===== src/rtl/board_history_pkg.sv =====
// Shared definitions for the board history store and the LCD renderer:
// geometry, field widths and the layout of one stored guess row.
package board_history_pkg;

    localparam int NUM_ROWS    = 8;
    localparam int ROW_IDX_W   = 3;
    localparam int COLOR_W     = 3;
    localparam int PEG_W       = 3;
    localparam int WIN_PEGS    = 4;
    localparam int ROWS_DONE_W = 4;

    // Stored row layout: colours in 11:0 (Value01 lowest), white 14:12, black 17:15.
    localparam int ENTRY_W   = 18;
    localparam int COLOR_LSB = 0;
    localparam int WHITE_LSB = 12;
    localparam int BLACK_LSB = 15;

    typedef logic [ROW_IDX_W-1:0] row_idx_t;
    typedef logic [ENTRY_W-1:0]   entry_t;

    function automatic entry_t pack_entry(
        input logic [COLOR_W-1:0] v1,
        input logic [COLOR_W-1:0] v2,
        input logic [COLOR_W-1:0] v3,
        input logic [COLOR_W-1:0] v4,
        input logic [PEG_W-1:0]   white,
        input logic [PEG_W-1:0]   black
    );
        return {black, white, v4, v3, v2, v1};
    endfunction

    function automatic logic [PEG_W-1:0] entry_black(input entry_t e);
        return e[BLACK_LSB +: PEG_W];
    endfunction

endpackage


===== src/rtl/board_history_if.sv =====
// Bundle between the scoring stage / renderer side and the board history
// store. The master side drives live row data and the read address; the
// slave side (board_history) returns the stored row and the game flags.
interface board_history_if;
    import board_history_pkg::*;

    logic [ROW_IDX_W-1:0]   nrOfRows;
    logic [COLOR_W-1:0]     Value01;
    logic [COLOR_W-1:0]     Value02;
    logic [COLOR_W-1:0]     Value03;
    logic [COLOR_W-1:0]     Value04;
    logic [PEG_W-1:0]       WhitePegs;
    logic [PEG_W-1:0]       BlackPegs;
    logic [ROW_IDX_W-1:0]   rd_row;
    logic [COLOR_W-1:0]     rd_value01;
    logic [COLOR_W-1:0]     rd_value02;
    logic [COLOR_W-1:0]     rd_value03;
    logic [COLOR_W-1:0]     rd_value04;
    logic [PEG_W-1:0]       rd_white;
    logic [PEG_W-1:0]       rd_black;
    logic                   rd_valid;
    logic                   rd_active;
    logic [ROWS_DONE_W-1:0] rows_done;
    logic                   game_won;
    logic                   game_lost;

    modport master (
        output nrOfRows, Value01, Value02, Value03, Value04, WhitePegs, BlackPegs, rd_row,
        input  rd_value01, rd_value02, rd_value03, rd_value04, rd_white, rd_black,
        input  rd_valid, rd_active, rows_done, game_won, game_lost
    );

    modport slave (
        input  nrOfRows, Value01, Value02, Value03, Value04, WhitePegs, BlackPegs, rd_row,
        output rd_value01, rd_value02, rd_value03, rd_value04, rd_white, rd_black,
        output rd_valid, rd_active, rows_done, game_won, game_lost
    );

endinterface


===== src/rtl/board_row_ram.sv =====
// 8 x 18 register file holding the captured guess rows. One write port and
// one registered read port; a read of the address written on the same edge
// returns the new data.
module board_row_ram
    import board_history_pkg::*;
(
    input  logic                 clk_i,
    input  logic                 rst_ni,
    input  logic                 we_i,
    input  logic [ROW_IDX_W-1:0] waddr_i,
    input  logic [ENTRY_W-1:0]   wdata_i,
    input  logic [ROW_IDX_W-1:0] raddr_i,
    output logic [ENTRY_W-1:0]   rdata_o
);

    entry_t mem_q [NUM_ROWS];
    entry_t rdata_q;
    entry_t rdata_d;

    // Write-first read: forward the incoming write when addresses collide.
    always_comb begin
        rdata_d = mem_q[raddr_i];
        if (we_i && (waddr_i == raddr_i)) begin
            rdata_d = wdata_i;
        end
    end

    // Row storage, cleared on reset so an unwritten slot reads as zero.
    always_ff @(posedge clk_i or negedge rst_ni) begin
        if (!rst_ni) begin
            for (int i = 0; i < NUM_ROWS; i++) begin
                mem_q[i] <= '0;
            end
        end else if (we_i) begin
            mem_q[waddr_i] <= wdata_i;
        end
    end

    // Registered read data.
    always_ff @(posedge clk_i or negedge rst_ni) begin
        if (!rst_ni) begin
            rdata_q <= '0;
        end else begin
            rdata_q <= rdata_d;
        end
    end

    assign rdata_o = rdata_q;

endmodule


===== src/rtl/board_history.sv =====
// Guess-row history for the board renderer. Shadows the live row every
// cycle; when the scoring stage moves to another row the shadow of the row
// just left is committed to its slot one cycle later. Tracks how many rows
// were played and freezes after a win or after the last row is played.
module board_history
    import board_history_pkg::*;
(
    input  logic           clock,
    input  logic           reset,
    board_history_if.slave bus
);

    row_idx_t               prev_row_q;
    entry_t                 prev_entry_q;
    entry_t                 live_entry;

    logic                   pend_q;
    row_idx_t               pend_row_q;
    entry_t                 pend_entry_q;

    logic [NUM_ROWS-1:0]    valid_q;
    logic [NUM_ROWS-1:0]    valid_d;
    logic [ROWS_DONE_W-1:0] rows_done_q;
    logic [ROWS_DONE_W-1:0] rows_done_d;
    logic                   won_q;
    logic                   won_d;
    logic                   lost_q;
    logic                   lost_d;

    logic                   rd_active_q;
    logic                   rd_active_d;
    logic                   rd_valid_q;
    logic                   rd_valid_d;

    logic                   pend_wins;
    logic                   pend_ends;
    logic                   frozen;
    logic                   capture;

    entry_t                 ram_rdata;
    entry_t                 rd_entry;

    assign live_entry = pack_entry(bus.Value01, bus.Value02, bus.Value03, bus.Value04,
                                   bus.WhitePegs, bus.BlackPegs);

    // Capture detection, end-of-game evaluation and next-state of the history control.
    always_comb begin
        pend_wins   = 1'b0;
        pend_ends   = 1'b0;
        frozen      = 1'b0;
        capture     = 1'b0;
        valid_d     = valid_q;
        rows_done_d = rows_done_q;
        won_d       = won_q;
        lost_d      = lost_q;
        rd_active_d = 1'b0;
        rd_valid_d  = 1'b0;

        pend_wins = (entry_black(pend_entry_q) == PEG_W'(WIN_PEGS));
        pend_ends = pend_wins || (pend_row_q == '0);
        // A capture about to end the game already blocks further captures.
        frozen    = won_q || lost_q || (pend_q && pend_ends);
        capture   = (bus.nrOfRows != prev_row_q) && !frozen;

        if (pend_q) begin
            valid_d[pend_row_q] = 1'b1;
            if (rows_done_q != ROWS_DONE_W'(NUM_ROWS)) begin
                rows_done_d = rows_done_q + ROWS_DONE_W'(1);
            end
            if (pend_wins) begin
                won_d = 1'b1;
            end else if (pend_row_q == '0) begin
                lost_d = 1'b1;
            end
        end

        rd_active_d = (bus.rd_row == bus.nrOfRows) && !frozen;
        rd_valid_d  = rd_active_d ? 1'b0 : valid_d[bus.rd_row];
    end

    // Shadow of the live row; starts at row 7 so the first active row is not captured.
    always_ff @(posedge clock or negedge reset) begin
        if (!reset) begin
            prev_row_q   <= row_idx_t'(NUM_ROWS - 1);
            prev_entry_q <= '0;
        end else begin
            prev_row_q   <= bus.nrOfRows;
            prev_entry_q <= live_entry;
        end
    end

    // Pending write: the shadowed row waits one cycle before committing.
    always_ff @(posedge clock or negedge reset) begin
        if (!reset) begin
            pend_q       <= 1'b0;
            pend_row_q   <= '0;
            pend_entry_q <= '0;
        end else begin
            pend_q       <= capture;
            pend_row_q   <= prev_row_q;
            pend_entry_q <= prev_entry_q;
        end
    end

    // Valid bits, played-row count and sticky end flags.
    always_ff @(posedge clock or negedge reset) begin
        if (!reset) begin
            valid_q     <= '0;
            rows_done_q <= '0;
            won_q       <= 1'b0;
            lost_q      <= 1'b0;
        end else begin
            valid_q     <= valid_d;
            rows_done_q <= rows_done_d;
            won_q       <= won_d;
            lost_q      <= lost_d;
        end
    end

    // Read-side status registered alongside the RAM read data.
    always_ff @(posedge clock or negedge reset) begin
        if (!reset) begin
            rd_active_q <= 1'b0;
            rd_valid_q  <= 1'b0;
        end else begin
            rd_active_q <= rd_active_d;
            rd_valid_q  <= rd_valid_d;
        end
    end

    board_row_ram u_ram (
        .clk_i   (clock),
        .rst_ni  (reset),
        .we_i    (pend_q),
        .waddr_i (pend_row_q),
        .wdata_i (pend_entry_q),
        .raddr_i (bus.rd_row),
        .rdata_o (ram_rdata)
    );

    // The shadow register doubles as the registered copy of the live row.
    assign rd_entry = rd_active_q ? prev_entry_q : ram_rdata;

    assign bus.rd_value01 = rd_entry[COLOR_LSB + 0*COLOR_W +: COLOR_W];
    assign bus.rd_value02 = rd_entry[COLOR_LSB + 1*COLOR_W +: COLOR_W];
    assign bus.rd_value03 = rd_entry[COLOR_LSB + 2*COLOR_W +: COLOR_W];
    assign bus.rd_value04 = rd_entry[COLOR_LSB + 3*COLOR_W +: COLOR_W];
    assign bus.rd_white   = rd_entry[WHITE_LSB +: PEG_W];
    assign bus.rd_black   = rd_entry[BLACK_LSB +: PEG_W];
    assign bus.rd_valid   = rd_valid_q;
    assign bus.rd_active  = rd_active_q;
    assign bus.rows_done  = rows_done_q;
    assign bus.game_won   = won_q;
    assign bus.game_lost  = lost_q;

endmodule


===== src/flat_wrapper.sv =====
// flat-port wrapper written by rule: the top's interface ports become plain ports
module board_history_flat import board_history_pkg::*;
  (clock, reset, bus_nrOfRows, bus_Value01, bus_Value02, bus_Value03, bus_Value04, bus_WhitePegs, bus_BlackPegs, bus_rd_row, bus_rd_value01, bus_rd_value02, bus_rd_value03, bus_rd_value04, bus_rd_white, bus_rd_black, bus_rd_valid, bus_rd_active, bus_rows_done, bus_game_won, bus_game_lost);
  board_history_if bus_i ();
  input  logic clock;
  input  logic reset;
  input wire logic [$bits(bus_i.nrOfRows)-1:0] bus_nrOfRows;
  input wire logic [$bits(bus_i.Value01)-1:0] bus_Value01;
  input wire logic [$bits(bus_i.Value02)-1:0] bus_Value02;
  input wire logic [$bits(bus_i.Value03)-1:0] bus_Value03;
  input wire logic [$bits(bus_i.Value04)-1:0] bus_Value04;
  input wire logic [$bits(bus_i.WhitePegs)-1:0] bus_WhitePegs;
  input wire logic [$bits(bus_i.BlackPegs)-1:0] bus_BlackPegs;
  input wire logic [$bits(bus_i.rd_row)-1:0] bus_rd_row;
  output wire logic [$bits(bus_i.rd_value01)-1:0] bus_rd_value01;
  output wire logic [$bits(bus_i.rd_value02)-1:0] bus_rd_value02;
  output wire logic [$bits(bus_i.rd_value03)-1:0] bus_rd_value03;
  output wire logic [$bits(bus_i.rd_value04)-1:0] bus_rd_value04;
  output wire logic [$bits(bus_i.rd_white)-1:0] bus_rd_white;
  output wire logic [$bits(bus_i.rd_black)-1:0] bus_rd_black;
  output wire logic [$bits(bus_i.rd_valid)-1:0] bus_rd_valid;
  output wire logic [$bits(bus_i.rd_active)-1:0] bus_rd_active;
  output wire logic [$bits(bus_i.rows_done)-1:0] bus_rows_done;
  output wire logic [$bits(bus_i.game_won)-1:0] bus_game_won;
  output wire logic [$bits(bus_i.game_lost)-1:0] bus_game_lost;
  assign bus_i.nrOfRows = bus_nrOfRows;
  assign bus_i.Value01 = bus_Value01;
  assign bus_i.Value02 = bus_Value02;
  assign bus_i.Value03 = bus_Value03;
  assign bus_i.Value04 = bus_Value04;
  assign bus_i.WhitePegs = bus_WhitePegs;
  assign bus_i.BlackPegs = bus_BlackPegs;
  assign bus_i.rd_row = bus_rd_row;
  assign bus_rd_value01 = bus_i.rd_value01;
  assign bus_rd_value02 = bus_i.rd_value02;
  assign bus_rd_value03 = bus_i.rd_value03;
  assign bus_rd_value04 = bus_i.rd_value04;
  assign bus_rd_white = bus_i.rd_white;
  assign bus_rd_black = bus_i.rd_black;
  assign bus_rd_valid = bus_i.rd_valid;
  assign bus_rd_active = bus_i.rd_active;
  assign bus_rows_done = bus_i.rows_done;
  assign bus_game_won = bus_i.game_won;
  assign bus_game_lost = bus_i.game_lost;
  board_history u_core (.clock(clock), .reset(reset), .bus(bus_i));
endmodule

===== config.mk =====
export PLATFORM = sky130hd
export DESIGN_NAME = board_history_flat
export DESIGN_NICKNAME = d
export VERILOG_FILES = /design/src/rtl/board_history_pkg.sv /design/src/rtl/board_history_if.sv /design/src/rtl/board_row_ram.sv /design/src/rtl/board_history.sv /design/src/flat_wrapper.sv
export SDC_FILE = /design/constraint.sdc
export NUM_CORES = 1
export LEC_CHECK = 0
export BUFFER_PORTS_ARGS = -buffer_cell sky130_fd_sc_hd__buf_2
export CORE_MARGIN = 3
export CORE_UTILIZATION = 30
export CTS_CLUSTER_SIZE = 16
export DETAILED_ROUTE_END_ITERATION = 12
export PLACE_DENSITY = 0.45
export SLEW_MARGIN = 20
export SYNTH_ARGS = -nofsm -noshare
export SYNTH_HDL_FRONTEND = slang
export SYNTH_SLANG_ARGS = --single-unit

===== constraint.sdc =====
create_clock -name clock -period 2.2 [get_ports clock]
set_input_delay 0.22 -clock clock [delete_from_list [all_inputs] [get_ports clock]]
set_output_delay 0.22 -clock clock [all_outputs]
set_load 0.02 [all_outputs]

### Word level (Yosys, flattened, before mapping)

Index checks and enable logic that the tools add are counted.

| storage, ports and cells | value |
|---|---|
| register bits | 221 |
| input port bits | 26 |
| output and inout bits | 26 |
| logic and storage cells | 64 |

| cells by class | value |
|---|---|
| add/sub/neg operators | 1 |
| order comparisons | 6 |
| equal/unequal tests | 5 |
| multiplexer cells | 14 |
| bitwise gates (word level) | 4 |
| reductions and logical operators | 14 |

Operators by type and width:

| kind | count |
|---|---|
| bitwise mux 144 bit | 1 |
| two-way mux 18 bit | 5 |
| binary-select mux 18 bit (select 3 bit) | 1 |
| demux 18 bit (select 3 bit) | 1 |
| >= comparator 4 bit, second input constant | 2 |
| less-than comparator 3 x 4 -> 1 bit, second input constant | 2 |
| two-way mux 8 bit | 1 |
| NOT 3 -> 4 bit | 2 |
| OR 8 bit | 1 |
| == test 3 bit | 2 |
| logical AND 1 bit | 6 |
| adder 4 x 1 -> 4 bit, second input constant | 1 |
| less-than comparator 4 x 1 -> 1 bit, second input constant | 1 |
| != test 4 bit, second input constant | 1 |
| AND reduction 2 bit | 2 |
| binary-select mux 1 bit (select 3 bit) | 1 |
| demux 1 bit (select 3 bit) | 1 |
| == test 3 bit, second input constant | 1 |
| >= comparator 3 x 1 -> 1 bit, second input constant | 1 |
| logical NOT 3 bit | 1 |
| logical OR 1 bit | 3 |
| two-way mux 1 bit | 3 |
| != test 3 bit | 1 |
| AND reduction 3 bit | 1 |
| 2 further kinds | 2 |

### Depth between registers and ports, before layout

Gate-level depths: netlist of run 1.

| logic depth | value |
|---|---|
| depth in word-level cells | 9 |
| mapped depth | 6 |
| mapped depth without buffers | 5 |

### Cells and area by module

From an unflattened synthesis of run 1, not the netlist that was laid out.

| unflattened totals | value |
|---|---|
| cell total of the unflattened synthesis | 553 |
| area, all modules | 9434.0 µm² |

By module, submodules not included:

| module | times used | cells each | area an instance (µm²) | seq. area each (µm²) |
|---|---|---|---|---|
| board_row_ram | 1 | 417 | 7292.0 | 4053.9 |
| board_history | 1 | 136 | 2142.1 | 1480.2 |

### Worst setup path before layout of run 1

No wires, ideal clock.

| timing | value |
|---|---|
| path type | reg-to-output |
| start point | register u_core.rd_active_q, in the netlist u_core.bus.rd_active |
| end point | output port bus_rd_black[0] |
| arrival | 1430 ps |
| data required time | 1980 ps |
| path slack | 550 ps |
| cell stages (with the launch flop) | 4 |
| buffers on the path | 2 |
| path through | dfrtp_1 > clkbuf_1 > buf_2 > mux2_2 |

| on the way | value |
|---|---|
| word-level cells in the longest chain between the ends | 1 |

Ends and longest elaborated chain:

| item | line | RTL |
|---|---|---|
| start: declaration | board_history.sv:30 | `logic rd_active_q;` |
| start signal: assignment | board_history.sv:126 | `rd_active_q <= rd_active_d;` |
| two-way mux 18 bit | board_history.sv:142 | `assign rd_entry = rd_active_q ? prev_entry_q : ram_rdata;` |
| end: declaration | flat_wrapper.sv:20 | `output wire logic [$bits(bus_i.rd_black)-1:0] bus_rd_black;` |

Every way passes these cells.

### Worst setup path after layout of run 1

| timing | value |
|---|---|
| start point | register u_core.rd_active_q, in the netlist u_core.bus.rd_active |
| end point | output port bus_rd_value02[2] |

| on the way | value |
|---|---|
| word-level cells in the longest chain between the ends | 1 |

Ends and longest elaborated chain:

| item | line | RTL |
|---|---|---|
| two-way mux 18 bit | board_history.sv:142 |  |
| end: declaration | flat_wrapper.sv:16 | `output wire logic [$bits(bus_i.rd_value02)-1:0] bus_rd_value02;` |

Every way passes these cells.

==> results of run 1 <==
-- tightest hold or removal path: cells and delay by family --
family | cells | cell delay [ns]
AND/OR/NAND/NOR | 1 | 0.21
XOR/XNOR | 1 | 0.08
buffers and inverters | 1 | 0.16
-- layer usage --
layer,GRT usage,part of all wire,vias to the layer above
li1,-,-,2271
met1,0.1701,0.45,2635
met2,0.2221,0.50,65
met3,0.02284,0.032,25
met4,0.02651,0.018,0
met5,0,0,-
-- layout by cell type, fill, tap and decap left out, drive strengths merged, types with 3 or more instances in the layout --
cell	n
dfrtp	218
mux2	163
buf	77
clkbuf	37
mux4	36
dlygate4sd3	22
nor2	19
a21oi	19
mux2i	18
xnor2	8
clkinv	7
nand2	5
or2	4
nand2b	4
inv	3
xor2	3
dfstp	3
and4bb	3
nand4b	3
nand4	3
-- final timing paths --
kind / end / from / slack, ns / depth (start not counted)
setup / recovery: bus_rd_value02[2] / u_core.bus.rd_active / 0.22 / 3
max in group asynchronous: u_core.u_ram.mem_q[49] / reset / 1.19 / 3
min in group asynchronous: u_core.u_ram.mem_q[54] / reset / 0.23 / 2
hold reg to reg: u_core.pend_entry_q[9] / u_core.prev_entry_q[9] / 0.37 / 0
setup reg to reg: u_core.u_ram.mem_q[129] / u_core.pend_row_q[0] / 0.38 / 3
hold / removal: u_core.bus.rd_active / bus_rd_row[1] / 0.22 / 3
-- stage by stage --
stage / hold WS (ns) / cells
final: 0.2186 / 1071
after global placement: 0.1695 / 1001
after detailed placement: 0.1797 / 1001
after global routing: 0.1969 / 1071
after CTS: 0.1874 / 1071
after floorplan: -0.07559 / 573
-- state kept, by name, indices dropped and copies added, names as in the netlist --
signal,cells
u_core.bus.game_lost,1
u_core.bus.game_won,1
u_core.bus.rd_active,1
u_core.bus.rd_valid,1
u_core.bus.rows_done,4
u_core.pend_entry_q,18
u_core.pend_q,1
u_core.pend_row_q,3
u_core.prev_entry_q,18
u_core.prev_row_q,3
u_core.u_ram.mem_q,144
u_core.u_ram.rdata_o,18
u_core.valid_q,8
-- cell families after synthesis --
group                    count (synthesis)
adder cells (fa/ha/maj)                  2
AND/OR/NAND/NOR                         50
XOR/XNOR                                11
AO/OA/AOI/OAI                           30
multiplexers                           217
flip-flops                             221
buffers and inverters                   42
-- repair_timing --
item | in CTS | in global routing
hold buffers | 22 | 0
setup buffers | 0 | 0
hold endpoints to repair | 73 | 0
endpoints found under the setup margin | 0 | 0
-- final cells by class --
class / instances / area, sq um / area share
Clock buffer: 37 / 763.2 / 0.06841
Clock inverter: 11 / 113.9 / 0.01021
Inverter: 3 / 11.26 / 0.001009
Multi-Input combinational cell: 310 / 3478 / 0.3118
Sequential cell: 221 / 5534 / 0.4960
Tap cell: 390 / 488.0 / 0.04374
Timing Repair Buffer: 99 / 768.2 / 0.06886
-- power by group through the flow --
| stage | clock network [W] | registers [W] | logic, W |
|---|---|---|---|
| 3_3_place_gp | 0 | 0.00654 | 0.00334 |
| 2_1_floorplan | 0 | 0.00637 | 0.00268 |
| 3_5_place_dp | 0 | 0.00665 | 0.00346 |
| 5_1_grt | 0.00463 | 0.00678 | 0.00375 |
| 6_report | 0.00430 | 0.00657 | 0.00341 |
| 4_1_cts | 0.00447 | 0.00659 | 0.00350 |
==> flow_summary.json, run 1 <==
{
  "synth-xor-area-share": 0.01039,
  "ir_drop_mv": 0.5938,
  "dp_hpwl_mm": 12.59,
  "period_share": 0.9021,
  "crit_fanout": 19,
  "synthAdderAreaFrac": 0.002698,
  "crit_type": "reg2out",
  "ctsLongestPathBuffers": 3,
  "drtIter0Drc": 177,
  "power_switching_share": 0.2665,
  "core_sq_um": 30030,
  "io_buffers": 51,
  "initial_core_util": 0.3088,
  "power.switching_w": 0.003809,
  "muxShareOfSynthArea": 0.3048,
  "fill_cells": 2807,
  "path_cells": "buf_4, mux2_2, buf_2",
  "drv_cap": 0,
  "yosysTopAreaCell": "dfrtp_1",
  "synth.distinct_cells": 43,
  "setup_viol": 0,
  "post_dp_cell_area_sq_um": 10060,
  "slew_headroom": 0.6364,
  "clk_pin_slew_worst_paths_ns": 0.06,
  "ys_top_cells_by_count": "dfrtp_1 (218), mux2_2 (162), mux4_2 (36)",
  "synth-compound-area-share": 0.02037,
  "tritoncts": "done",
  "drc": 0,
  "cts_root_buffer": "clkbuf_16",
  "critPathBufInv": 2,
  "tightest_slew_ns": 0.5443,
  "syn_inst": 573,
  "synth_seq_area_share": 0.5967,
  "drive_gt1_frac": 0.4905,
  "antenna_found_initial": 0,
  "grt_max_degree": 60,
  "finalPower_w": 0.01429,
  "hold_class": "in2reg",
  "grt_pass1_vias": 5757,
  "layout.nets": 689,
  "numCtsBuffers": 26,
  "dpl_worst_slack_ns": 0.3594,
  "die_x_um": 181.8,
  "clock-sinks": 221,
  "period_minus_slack_ns": 1.985,
  "ios": 52,
  "rsz0062_at_grt": "false",
  "seq_power_share": 0.460,
  "final_area_sq_um": 11160,
  "die_h_um": 181.8,
  "power.leakage_nw": 4.862,
  "pwr-share-comb": 0.239,
  "grt_pass1_wl_mm": 33.71,
  "worstSetupStartpointType": "flop",
  "synth.area.top_cells": "dfrtp_1 (59%), mux2_2 (20%), mux4_2 (8.7%), mux2i_1 (1.9%), a21oi_1 (1.0%)",
  "synth_fp_nets": 601,
  "cts_max_level": 1,
  "dr.pass1.iters": 4,
  "ys_seq_elements": 221,
  "async_flop_share": 1.000,
  "p_int_w": 0.01048,
  "critPathTopFamily": "buffers and inverters",
  "wirelength_mm": 20.86,
  "finalHoldViolCount": 0,
  "die_area_sq_um": 33060,
  "vias_per_cell": 4.665,
  "gr-total-overflow": 0,
  "track_usage": 0.1286,
  "yosysWarnings": 0,
  "synthesis.area_sq_um": 9274,
  "crit_required_ns": 1.98,
  "critPathCaptureType": "primary output",
  "arrival_ns": 1.76,
  "area_growth_pct": 20.31,
  "timing.fmax_ghz": 0.5039,
  "yosys.cell_count.top_type": "dfrtp_1",
  "row_count": 63,
  "power_density_nw_per_um2": 1281,
  "synth_top_family_by_area": "multiplexers",
  "clock_latency_ns": 0.51,
  "synth_edf_count": 0,
  "synth_flop_cell": "dfrtp_1",
  "synth_top_area_frac": 0.5882,
  "finalClockSkew_ns": 0.01265,
  "status": "completed",
  "layout_setup_ws_ns": 0.2155,
  "synth_area_per_cell_sq_um": 16.18,
  "cts_resized": 0,
  "yosys.area_share.simple": 0.03683,
  "drv_slew": 0,
  "num_vias": 4996,
  "gp_congestion": 0.6987,
  "diodes": 0,
  "power_frac_clock": 0.301,
  "postLayoutCoreUtil": 0.3715,
  "ant_nets": 0,
  "wl_per_cell_um": 19.48,
  "slowest_delay_ns": 0.39,
  "finalSetupTns_ns": 0,
  "critPathSlowestCell": "mux2_2"
}
Power figures use the tool's default switching activity.
==> inputs of run 2 (changes only) <==
--- a/config.mk
+++ b/config.mk
@@ -10,7 +10,7 @@
 export CORE_UTILIZATION = 30
 export CTS_CLUSTER_SIZE = 16
 export DETAILED_ROUTE_END_ITERATION = 12
-export PLACE_DENSITY = 0.45
+export PLACE_DENSITY_LB_ADDON = 0.1
 export SLEW_MARGIN = 20
 export SYNTH_ARGS = -nofsm -noshare
 export SYNTH_HDL_FRONTEND = slang
==> run 2 against run 1 <==
  * Count of clock-buffer cells in the layout rose by 5
  * Worst hold slack improved by 0.018 ns
  * Clock skew increased by 0.0038 ns
  * Core utilization rose by 0.15 points
  * Die area stayed put
  * Sequential power about the same
  * Total power increased by 0.86%
  * Register-to-register slack got worse by 0.07 ns
  * Cell count up 0.75%
  * Clock power rose by 3%
  * First-iteration DRC count decreased by 7.3%
  * Critical path type unchanged
  * Largest power group unchanged
==> flow_summary.json, run 2 (synthesized netlist as in run 1, its figures left out) <==
{
  "dr_wl_met3_um": 540,
  "core_sq_um": 30030,
  "rsz0062_at_grt": "false",
  "largest_reg_flops": 144,
  "arrival_ns": 1.79,
  "dr.pass1.iters": 4,
  "drv_slew": 0,
  "clock_latency_ns": 0.53,
  "grt_pass1_vias": 5675,
  "die_h_um": 181.8,
  "drive_gt1_frac": 0.4877,
  "finalHoldViolCount": 0,
  "m1WireLength_mm": 9.769,
  "power_switching_share": 0.2651,
  "ios": 52,
  "timing.fmax_ghz": 0.4977,
  "die_area_sq_um": 33060,
  "io_buffers": 51,
  "cts_max_level": 1,
  "vias_per_cell": 4.773,
  "drtIter0Drc": 164,
  "row_count": 63,
  "area_growth_pct": 20.80,
  "post_dp_cell_area_sq_um": 10090,
  "final_common_cell": "dfrtp_1",
  "ctsLongestPathBuffers": 3,
  "cts_root_buffer": "clkbuf_16",
  "worstSetupStartpointType": "flop",
  "pwr-share-comb": 0.237,
  "crit_fanout": 19,
  "postCtsSetupBuffers": 0,
  "clk_pin_slew_worst_paths_ns": 0.06,
  "gr-total-overflow": 0,
  "dp_hpwl_mm": 13.37,
  "initial_core_util": 0.3088,
  "num_vias": 5150,
  "die_x_um": 181.8,
  "numCtsBuffers": 27,
  "period_share": 0.9133,
  "period_minus_slack_ns": 2.009,
  "grt_pass1_wl_mm": 34.03,
  "power.switching_w": 0.003821,
  "power.leakage_nw": 4.888,
  "crit_start": "u_core.bus.rd_active",
  "hold_class": "in2reg",
  "postLayoutCoreUtil": 0.3730,
  "final_area_sq_um": 11200,
  "diodes": 0,
  "layout_setup_ws_ns": 0.1906,
  "tightest_slew_ns": 0.5941,
  "mostFrequentLayoutCells": "dfrtp_1 (218), mux2_2 (162), buf_2 (50), mux4_2 (36), clkbuf_16 (27)",
  "p_int_w": 0.01059,
  "power_density_nw_per_um2": 1286,
  "setup_viol": 0,
  "wirelength_mm": 21.30,
  "power_frac_clock": 0.308,
  "track_usage": 0.1308,
  "largest_register": "u_core.u_ram.mem_q",
  "status": "completed",
  "wl_per_cell_um": 19.74,
  "worstReg2RegStart": "u_core.pend_row_q[0]",
  "finalClockSkew_ns": 0.01641,
  "crit_type": "reg2out",
  "ant_nets": 0,
  "ir_drop_mv": 0.6536,
  "critPathCaptureType": "primary output",
  "antenna_found_initial": 0,
  "seq_power_share": 0.456,
  "slew_headroom": 0.6039,
  "dpl_worst_slack_ns": 0.2800,
  "layout.nets": 696,
  "clock-sinks": 221,
  "highest_layer": "met4",
  "crit_required_ns": 1.98,
  "drc": 0,
  "gp_congestion": 0.6973,
  "finalSetupTns_ns": 0,
  "min_from": "bus_rd_row[2]",
  "drv_cap": 0,
  "tritoncts": "done",
  "grt_max_degree": 72,
  "met2_length_mm": 10.59
}
[run 2: cell types whose count changed in the layout (fill, tap and decap cells not counted), sizes merged]
cell	change
buf	+6
clkbuf	+5
clkinv	-3
bufinv	+1
inv	+1
clkinvlp	-2
[run 2: final cells by class]
cell class                 instances  area, sq um
fill                            2843        18830
sequential                       221         5534
multi-input combinational        310         3478
timing repair buffer             105        800.8
clock buffer                      42        772.0
tap                              390        488.0
clock inverter                     8        118.9
inverter                           3        11.26
[run 2: power groups by stage]
stage | Clock (W) | Sequential (W) | Combinational, W
3_5_place_dp | 0 | 0.00662 | 0.00346
5_1_grt | 0.00477 | 0.00676 | 0.00375
6_report | 0.00444 | 0.00657 | 0.00341
3_3_place_gp | 0 | 0.00655 | 0.00335
4_1_cts | 0.00460 | 0.00657 | 0.00349
2_1_floorplan | 0 | 0.00637 | 0.00268
[run 2: path summary, 6_finish.rpt]
path	depth (start not counted)	to	slack, ns
max reg2reg	3	u_core.u_ram.mem_q[133]	0.31
max in group asynchronous	3	u_core.u_ram.mem_q[42]	1.10
max	3	bus_rd_value01[2]	0.19
min in group asynchronous	2	u_core.u_ram.mem_q[34]	0.26
min reg2reg	0	u_core.pend_entry_q[13]	0.37
min	3	u_core.u_ram.rdata_o[4]	0.24
[run 2: critical path: stages, from the launching register on]
cell	delay, ns
dfrtp_1	0.32
buf_4	0.37
mux2_2	0.40
buf_2	0.16
[run 2: layer usage]
metal  track usage  vias up
li1              -     2292
met1        0.1764     2778
met2        0.2241       54
met3       0.02143       26
met4       0.02590        0
met5             0        -
[run 2: through the flow]
step / total power, W / hold slack, ns / cells
after floorplan: 0.009043 / -0.07559 / 573
after global placement: 0.009900 / 0.2293 / 1007
after detailed placement: 0.01008 / 0.2443 / 1007
after CTS: 0.01466 / 0.2317 / 1079
after global routing: 0.01528 / 0.2516 / 1079
final: 0.01441 / 0.2364 / 1079
[run 2: what timing repair did]
action,in CTS,in global routing
gates resized for setup,0,0
hold buffers,22,0
hold endpoints to repair,88,0
endpoints found under the setup margin,0,0
